`src/rtl/pc_redirect_unit.sv`:
```
// Fetch PC register with branch/jump redirect, a fixed-length flush window,
// a saturating redirect counter and a sticky misaligned-target flag.
module pc_redirect_unit #(
    parameter logic [63:0] RESET_PC     = 64'h0,
    parameter int unsigned FLUSH_CYCLES = 2
) (
    input  logic        clk,
    input  logic        reset_n,
    input  logic        pc_write_en,
    input  logic        br_valid,
    input  logic [1:0]  br_kind,
    input  logic        br_taken,
    input  logic [63:0] pc_ex,
    input  logic [63:0] imm,
    input  logic [63:0] rs1,
    output logic [63:0] pc,
    output logic [63:0] pc_plus4,
    output logic        flush,
    output logic [15:0] redirect_cnt,
    output logic        misalign_err
);

    typedef enum logic [1:0] {StRun, StF1, StF2, StF3} state_e;

    state_e      state_q, state_d;
    logic [63:0] pc_q, pc_d;
    logic        flush_q, flush_d;
    logic [15:0] cnt_q, cnt_d;
    logic        mis_q, mis_d;

    logic [63:0] sum_pc, sum_rs1, target;
    logic        is_cf, req, aligned, accept;

    always_comb begin
        sum_pc  = pc_ex + imm;
        sum_rs1 = rs1 + imm;
        target  = (br_kind == 2'b11) ? {sum_rs1[63:1], 1'b0} : sum_pc;

        case (br_kind)
            2'b01:   is_cf = br_taken;
            2'b10:   is_cf = 1'b1;
            2'b11:   is_cf = 1'b1;
            default: is_cf = 1'b0;
        endcase

        // Resolutions arriving inside the flush window belong to squashed work.
        req     = br_valid && (state_q == StRun) && is_cf;
        aligned = (target[1:0] == 2'b00);
        accept  = req && aligned;
    end

    always_comb begin
        state_d = state_q;
        case (state_q)
            StRun:   if (accept) state_d = StF1;
            StF1:    state_d = (FLUSH_CYCLES > 1) ? StF2 : StRun;
            StF2:    state_d = (FLUSH_CYCLES > 2) ? StF3 : StRun;
            StF3:    state_d = StRun;
            default: state_d = StRun;
        endcase

        flush_d = (state_d != StRun);

        // Redirect wins over stall.
        if (accept) begin
            pc_d = target;
        end else if (pc_write_en) begin
            pc_d = pc_q + 64'd4;
        end else begin
            pc_d = pc_q;
        end

        cnt_d = (accept && (cnt_q != 16'hFFFF)) ? cnt_q + 16'd1 : cnt_q;
        mis_d = mis_q | (req & ~aligned);
    end

    always_ff @(posedge clk or negedge reset_n) begin
        if (!reset_n) begin
            state_q <= StRun;
            pc_q    <= RESET_PC;
            flush_q <= 1'b0;
            cnt_q   <= 16'd0;
            mis_q   <= 1'b0;
        end else begin
            state_q <= state_d;
            pc_q    <= pc_d;
            flush_q <= flush_d;
            cnt_q   <= cnt_d;
            mis_q   <= mis_d;
        end
    end

    assign pc           = pc_q;
    assign pc_plus4     = pc_q + 64'd4;
    assign flush        = flush_q;
    assign redirect_cnt = cnt_q;
    assign misalign_err = mis_q;

endmodule

```
`config.mk`:
```
export PLATFORM = sky130hd
export DESIGN_NAME = pc_redirect_unit
export DESIGN_NICKNAME = d
export VERILOG_FILES = /design/src/rtl/pc_redirect_unit.sv
export SDC_FILE = /design/constraint.sdc
export NUM_CORES = 1
export LEC_CHECK = 0
export BUFFER_PORTS_ARGS = -buffer_cell sky130_fd_sc_hd__buf_2
export CAP_MARGIN = 5
export CELL_PAD_IN_SITES_DETAIL_PLACEMENT = 2
export CELL_PAD_IN_SITES_GLOBAL_PLACEMENT = 2
export CORE_MARGIN = 10
export CORE_UTILIZATION = 33
export DETAILED_ROUTE_END_ITERATION = 10
export GPL_ROUTABILITY_DRIVEN = 0
export GPL_TIMING_DRIVEN = 0
export PLACE_DENSITY_LB_ADDON = 0.1
export SETUP_SLACK_MARGIN = 0.3
export SLEW_MARGIN = 20
export SYNTH_ARGS = -nofsm -noshare
export SYNTH_HDL_FRONTEND = slang
export SYNTH_SLANG_ARGS = --single-unit
```
`constraint.sdc`:
```
create_clock -name clk -period 6.5 [get_ports clk]
set_clock_uncertainty 0.15 [all_clocks]
set_input_delay 0.65 -clock clk [delete_from_list [all_inputs] [get_ports clk]]
set_output_delay 0.65 -clock clk [all_outputs]
set_load 0.03 [all_outputs]
```
==> results of run 1 <==
==> power by group through the flow <==
stage	clock [mW]	combinational [mW]	sequential (mW)
2_1_floorplan	0	1.60	1.29
4_1_cts	0.553	2.99	1.05
3_3_place_gp	0	2.91	1.05
3_5_place_dp	0	2.97	1.06
5_1_grt	0.578	3.20	1.09
6_report	0.549	2.99	1.06
==> cell families (layout without fill, tap and decap cells) <==
| group | after synthesis | in the layout |
|---|---|---|
| compound gates | 577 | 577 |
| flops | 84 | 84 |
| xor+xnor | 245 | 245 |
| simple gates | 607 | 607 |
| buf+inv | 135 | 495 |
| fa+ha+maj | 129 | 129 |
| mux | 10 | 10 |
==> state kept, by name (all words and copies together), names as in the netlist <==
register and cells:
misalign_err 1, state_q 2, redirect_cnt 16, pc 64, flush 1
==> worst max-delay path, cell delays in order, from the launching register on <==
cell	delay [ns]
dfrtp_1	0.54
nand3_1	0.25
or3_1	0.44
clkbuf_1	0.20
nor3_1	0.61
nand3_1	0.25
nor2_1	0.53
nand2_1	0.18
nor2_1	0.21
xor2_1	0.19
buf_2	0.24
==> worst max-delay path by stage <==
stage | startpoint | endpoint | slack, ns | cells after the start
6_report | pc[4]$_DFFE_PN0N_ | pc_plus4[33] | 1.71 | 10
5_1_grt | pc[4]$_DFFE_PN0N_ | pc_plus4[33] | 1.48 | 10
4_1_cts | pc[4]$_DFFE_PN0N_ | pc_plus4[33] | 1.77 | 10
3_5_place_dp | imm[0] | pc[56]$_DFFE_PN0N_ | 1.56 | 13
3_3_place_gp | imm[8] | pc[51]$_DFFE_PN0N_ | 1.37 | 12
2_1_floorplan | pc[4]$_DFFE_PN0N_ | pc_plus4[59] | 2.68 | 9
==> layer usage <==
metal / vias up / wire length (um) / track usage [%]
met3: 80 / 3590 / 4.20
met1: 7831 / 30500 / 35.9
met2: 388 / 32800 / 46.1
li1: 7254 / - / -
met5: - / 0 / 0
met4: 0 / 1800 / 7.28
==> layout make-up <==
type                            instances  area [um^2]  area share (%)
Multi-Input combinational cell       1568        10600            66.4
Sequential cell                        84         2100            13.2
Timing Repair Buffer                  344         1750            11.0
Tap cell                              525          657            4.14
Buffer                                 95          373            2.35
Clock buffer                           10          229            1.44
Inverter                               40          150           0.945
Clock inverter                          6         70.1           0.441
==> layout by cell type, fill, tap and decap left out, types with 5 or more instances in the layout <==
cell,netlist,final
a211oi_1,26,26
a21o_1,79,79
a21oi_1,185,185
a221oi_1,8,8
a22oi_1,10,10
a31oi_1,20,20
and2_1,20,20
and3_1,31,31
and4_1,7,7
buf_1,5,5
buf_2,3,345
clkbuf_1,83,84
clkbuf_16,0,9
dfrtp_1,84,84
ha_1,127,127
inv_1,40,40
mux2i_1,10,10
nand2_1,194,194
nand2b_1,10,10
nand3_1,72,72
nand4_1,56,56
nor2_1,134,134
nor2b_1,10,10
nor3_1,32,32
nor3b_1,6,6
nor4_1,7,7
o211ai_1,23,23
o21a_1,11,11
o21ai_0,98,98
o21ai_1,7,7
o21bai_1,34,34
o22ai_1,14,14
or3_1,7,7
xnor2_1,133,133
xor2_1,112,112
==> synthesized netlist by cell type, types with 5 or more instances <==
master	instances	area, um^2
nand2_1	194	728
a21oi_1	185	926
nor2_1	134	503
xnor2_1	133	1160
ha_1	127	1590
xor2_1	112	981
o21ai_0	98	490
dfrtp_1	84	2100
clkbuf_1	83	312
a21o_1	79	593
nand3_1	72	360
nand4_1	56	350
inv_1	40	150
o21bai_1	34	255
nor3_1	32	160
and3_1	31	194
a211oi_1	26	195
o211ai_1	23	173
a31oi_1	20	125
and2_1	20	125
o22ai_1	14	87.6
o21a_1	11	82.6
a22oi_1	10	75.1
mux2i_1	10	100
nand2b_1	10	62.6
nor2b_1	10	62.6
a221oi_1	8	70.1
and4_1	7	61.3
nor4_1	7	43.8
o21ai_1	7	35.0
or3_1	7	43.8
nor3b_1	6	45.0
buf_1	5	18.8
==> flow_summary.json, run 1 <==
{
  "status": "complete, no violations",
  "hold_class": "input pin to async pin",
  "synth_seq_cells": 84,
  "timing.rr.end": "pc[58]$_DFFE_PN0N_",
  "async_reset_ff_share_pct": 100,
  "utilization_pct": 40.1,
  "synth_xor_area_share_pct": 16.3,
  "track_usage_pct": 27.5,
  "grt_max_degree": 45,
  "rsz0062_at_grt": "no",
  "power.net_switching_mw": 2.65,
  "cts_buffers": 9,
  "die_x_um": 220,
  "r2r_cells": 11,
  "antennaDiodeCount": 0,
  "drtIter0Drc": 957,
  "clock_sinks": 84,
  "end_kind": "output pin",
  "die_y_um": 220,
  "syn2layout_area_growth_pct": 20.6,
  "dp_hpwl_um": 58400,
  "min_period_over_period_pct": 73.7,
  "setup_viol": 0,
  "cp.required_ns": 5.70,
  "cts_setup_buffers": 0,
  "grt_first_pass_wirelength_um": 103000,
  "cts_root_buf": "clkbuf_16",
  "final_area_um2": 15900,
  "pwr-share-clk_pct": 11.9,
  "ys_seq_area_share_pct": 16.0,
  "clockBufferDepth": 2,
  "syn_inst": 1787,
  "num_rows": 73,
  "period_needed_ns": 4.79,
  "grt_pass1_vias": 16800,
  "dpl_worst_slack_ns": 1.56,
  "fin_cells": 2672,
  "power_density_nw_per_um2": 289,
  "synth_compound_area_share_pct": 28.3,
  "core_um2": 39600,
  "syn_nets": 2115,
  "wl_um": 68600,
  "ys_warn_count": 0,
  "io_pins": 345,
  "first_pass_iters": 5,
  "post_synth.cell_area_avg_um2": 7.37,
  "cts_tree": "built",
  "grt-ovfl-total": 0,
  "synth-edff-count": 0,
  "switching_share_pct": 57.7,
  "yosysUniqueCellTypes": 82,
  "ir_drop_uv": 123,
  "synth_ff_type": "dfrtp_1",
  "antenna_left": 0,
  "cp.arrival_ns": 3.99,
  "clk_pin_slew_ns": 0.07,
  "worst_slew_pin_slew_ns": 1.11,
  "cts_resized": 0,
  "finalSetupTns_ns": 0,
  "crit_path_start_kind": "register",
  "drc": 0,
  "start_util_pct": 33.2,
  "synthAdderAreaFrac_pct": 12.4,
  "hold_viol": 0,
  "htreeDepth": 3,
  "cp_max_fo": 7,
  "worstSetupPathType": "register to output pin",
  "io_buffers": 343,
  "worst_slack_ns": 1.71,
  "p_leak_nw": 7.25,
  "postCtsHoldBufs": 0,
  "dr_total_vias": 15600,
  "total_power_mw": 4.60,
  "maxCapViolCount": 0,
  "synth-simple-area-share_pct": 22.4,
  "combPwrFrac_pct": 65.0,
  "max_freq_ghz": 0.209,
  "n_fill_cell": 4804,
  "seqPwrFrac_pct": 23.0,
  "die-area_um2": 48300,
  "reg2reg_slack_ns": 2.44,
  "vias_per_cell": 5.82,
  "clock_latency_ns": 0.36,
  "grt_antenna_before_repair": 0,
  "intPower_mw": 1.95,
  "placedCellCount": 2656,
  "final_max_slew_viol_count": 0,
  "fin_nets": 2470,
  "drive_gt1_share_pct": 18.4,
  "placed_cell_area_um2": 15600,
  "muxShareOfSynthArea_pct": 0.760,
  "synth_top_family_by_area": "compound AO/OA/AOI/OAI gates",
  "holdWs_ns": 0.0590,
  "syn_area_um2": 13200,
  "wl_per_cell_um": 25.7,
  "r2r_start": "pc[2]$_DFFE_PN0N_",
  "slew_headroom_pct": 24.4
}
Note: power is estimated with default switching activity, not from simulation.
==> inputs of run 2 (changes only) <==
Settings changed: CORE_UTILIZATION 33 to 31.
Clock period 6.5 ns to 4.62 ns, I/O delays scaled along.
==> run 2 against run 1 <==
Sequential share of layout area is 0.096 points lower. Global-route usage is 1.1 points lower. Non-clock buffer count is 5 higher. Sequential power is 42% higher. Register-to-register slack worse by 1.7 ns. Hold slack better by 0.25 ns. Setup slack worse by 1.3 ns. Critical path depth is 1 lower. Design area is 0.79% higher. Critical endpoint is now pc_plus4[45]. Total power is 41% higher. Count of clock-buffer cells in the layout is 1 lower.
==> flow_summary.json, run 2 (synthesized netlist as in run 1, its figures left out) <==
{
  "die_y_um": 226,
  "maxCapViolCount": 0,
  "dpl_worst_slack_ns": -0.241,
  "finalSetupTns_ns": 0,
  "total_power_mw": 6.48,
  "end_kind": "output pin",
  "track_usage_pct": 26.4,
  "timing.rr.end": "pc[62]$_DFFE_PN0N_",
  "cts_tree": "built",
  "drt-met1-wl_um": 31400,
  "setup_viol": 0,
  "path_buf_inv": 2,
  "worstSetupPathType": "register to output pin",
  "final_area_um2": 16000,
  "drive_gt1_share_pct": 19.0,
  "hold_depth": 1,
  "worst_slack_ns": 0.434,
  "first_pass_iters": 5,
  "antenna_left": 0,
  "dp_hpwl_um": 59000,
  "grt_max_degree": 50,
  "fin_nets": 2475,
  "critPathSlowestCell": "nor3_2",
  "cts_root_buf": "clkbuf_16",
  "slew_headroom_pct": 24.9,
  "ir_drop_uv": 198,
  "top_layer_used": "met4",
  "p_leak_nw": 7.30,
  "clockBufferDepth": 2,
  "min_to": "state_q[1]$_DFF_PN0_",
  "n_fill_cell": 5087,
  "status": "complete, no violations",
  "rsz0062_at_grt": "yes",
  "hold_class": "register to register",
  "cp.arrival_ns": 3.57,
  "r2r_cells": 11,
  "hold_viol": 0,
  "switching_share_pct": 57.7,
  "seqPwrFrac_pct": 23.2,
  "intPower_mw": 2.74,
  "core_um2": 41900,
  "cp.required_ns": 4.01,
  "io_pins": 345,
  "power.net_switching_mw": 3.74,
  "power_density_nw_per_um2": 405,
  "die_x_um": 226,
  "pwr-share-clk_pct": 12.0,
  "min_period_over_period_pct": 90.6,
  "clk_pin_slew_ns": 0.07,
  "cp_top_family": "simple AND/OR/NAND/NOR gates",
  "largest_reg_flops": 64,
  "antennaDiodeCount": 0,
  "crit_start": "pc[2]$_DFFE_PN0N_",
  "clock_sinks": 84,
  "crit_chain": "nand3_1, or3_1, clkbuf_1, nor4b_4, nand2_1, nor3_2, nand2_1, xnor2_1, buf_2",
  "die-area_um2": 51100,
  "multiInputGateArea_um2": 10600,
  "htreeDepth": 3,
  "grt_pass1_vias": 17000,
  "combPwrFrac_pct": 64.8,
  "syn2layout_area_growth_pct": 21.5,
  "grt_antenna_before_repair": 0,
  "placed_cell_area_um2": 15600,
  "start_util_pct": 31.4,
  "reg2reg_slack_ns": 0.79,
  "r2r_start": "pc[2]$_DFFE_PN0N_",
  "final_max_slew_viol_count": 0,
  "wl_per_cell_um": 25.8,
  "grt-ovfl-total": 0,
  "layout_commonest_cell": "buf_2",
  "most-common-layout-cells": "buf_2, nand2_1, a21oi_1",
  "dr_total_vias": 15500,
  "clock_latency_ns": 0.36,
  "max_freq_ghz": 0.239,
  "met3_length_um": 3200,
  "cts_buffers": 9,
  "drc": 0,
  "crit_path_start_kind": "register",
  "io_buffers": 343,
  "hold_path.startpoint": "state_q[1]$_DFF_PN0_",
  "period_needed_ns": 4.19,
  "utilization_pct": 38.2,
  "cpMostUsedCell": "nand2_1",
  "worst_slew_pin_slew_ns": 1.12,
  "cpPeakStageDelay_ns": 0.51,
  "met2_length_um": 33100,
  "grt_first_pass_wirelength_um": 105000,
  "num_rows": 75,
  "wl_um": 69500,
  "drtIter0Drc": 896,
  "vias_per_cell": 5.76,
  "cp_max_fo": 6,
  "ff_latch_area_um2": 2100
}
run 2: timing repair:
item | in CTS | in global routing
hold buffers | 1 | 0
buffers inserted | 2 | 2
gates resized for setup | 4 | 8
endpoints found under the setup margin | 18 | 17
hold endpoints to repair | 35 | 0
pin swaps | 1 | 1
run 2: routing by layer:
layer	up-vias	global-route usage [%]
met5	-	0
met4	0	6.97
met3	73	3.44
met2	425	45.0
met1	7768	34.2
li1	7232	-
run 2: stage by stage:
step / hold WS, ns / instances
finish: 0.314 / 2691
global route: 0.348 / 2691
CTS: 0.311 / 2689
detailed placement: 0.246 / 2670
global placement: 0.275 / 2669
floorplan: 0.0164 / 1787
run 2: cell type report:
class,count,share of cell area (%)
clock inverters,7,0.500
flip-flops and latches,84,13.1
well taps,539,4.21
plain buffers,95,2.34
inverters,40,0.938
repair buffers,349,11.2
multi-input cells,1568,66.3
clock buffers,9,1.41
run 2: how the worst max path moves through the flow:
stage / slack, ns / endpoint / cells past startpoint
finish: 0.43 / pc_plus4[45] / 9
global route: 0.28 / pc_plus4[45] / 9
CTS: 0.35 / pc[60]$_DFFE_PN0N_ / 13
detailed placement: -0.24 / pc[60]$_DFFE_PN0N_ / 13
global placement: -0.37 / pc[51]$_DFFE_PN0N_ / 12
floorplan: 0.99 / pc_plus4[59] / 9
run 2: power by group through the flow:
stage,sequential (mW),clock [mW],combinational (mW)
floorplan,1.82,0,2.25
global placement,1.49,0,4.09
detailed placement,1.51,0,4.17
CTS,1.49,0.790,4.21
global route,1.54,0.814,4.51
finish,1.50,0.780,4.20
run 2: worst reg2reg max path: stages (launching register included):
cell and delay [ns]:
dfrtp_1 0.50, ha_1 0.34, nand2_1 0.19, nor4_4 0.45, nand4_1 0.14, buf_4 0.19, nor4_2 0.62, and2_1 0.36
nand2_1 0.11, xnor2_1 0.30, a22oi_1 0.12, o211ai_1 0.24
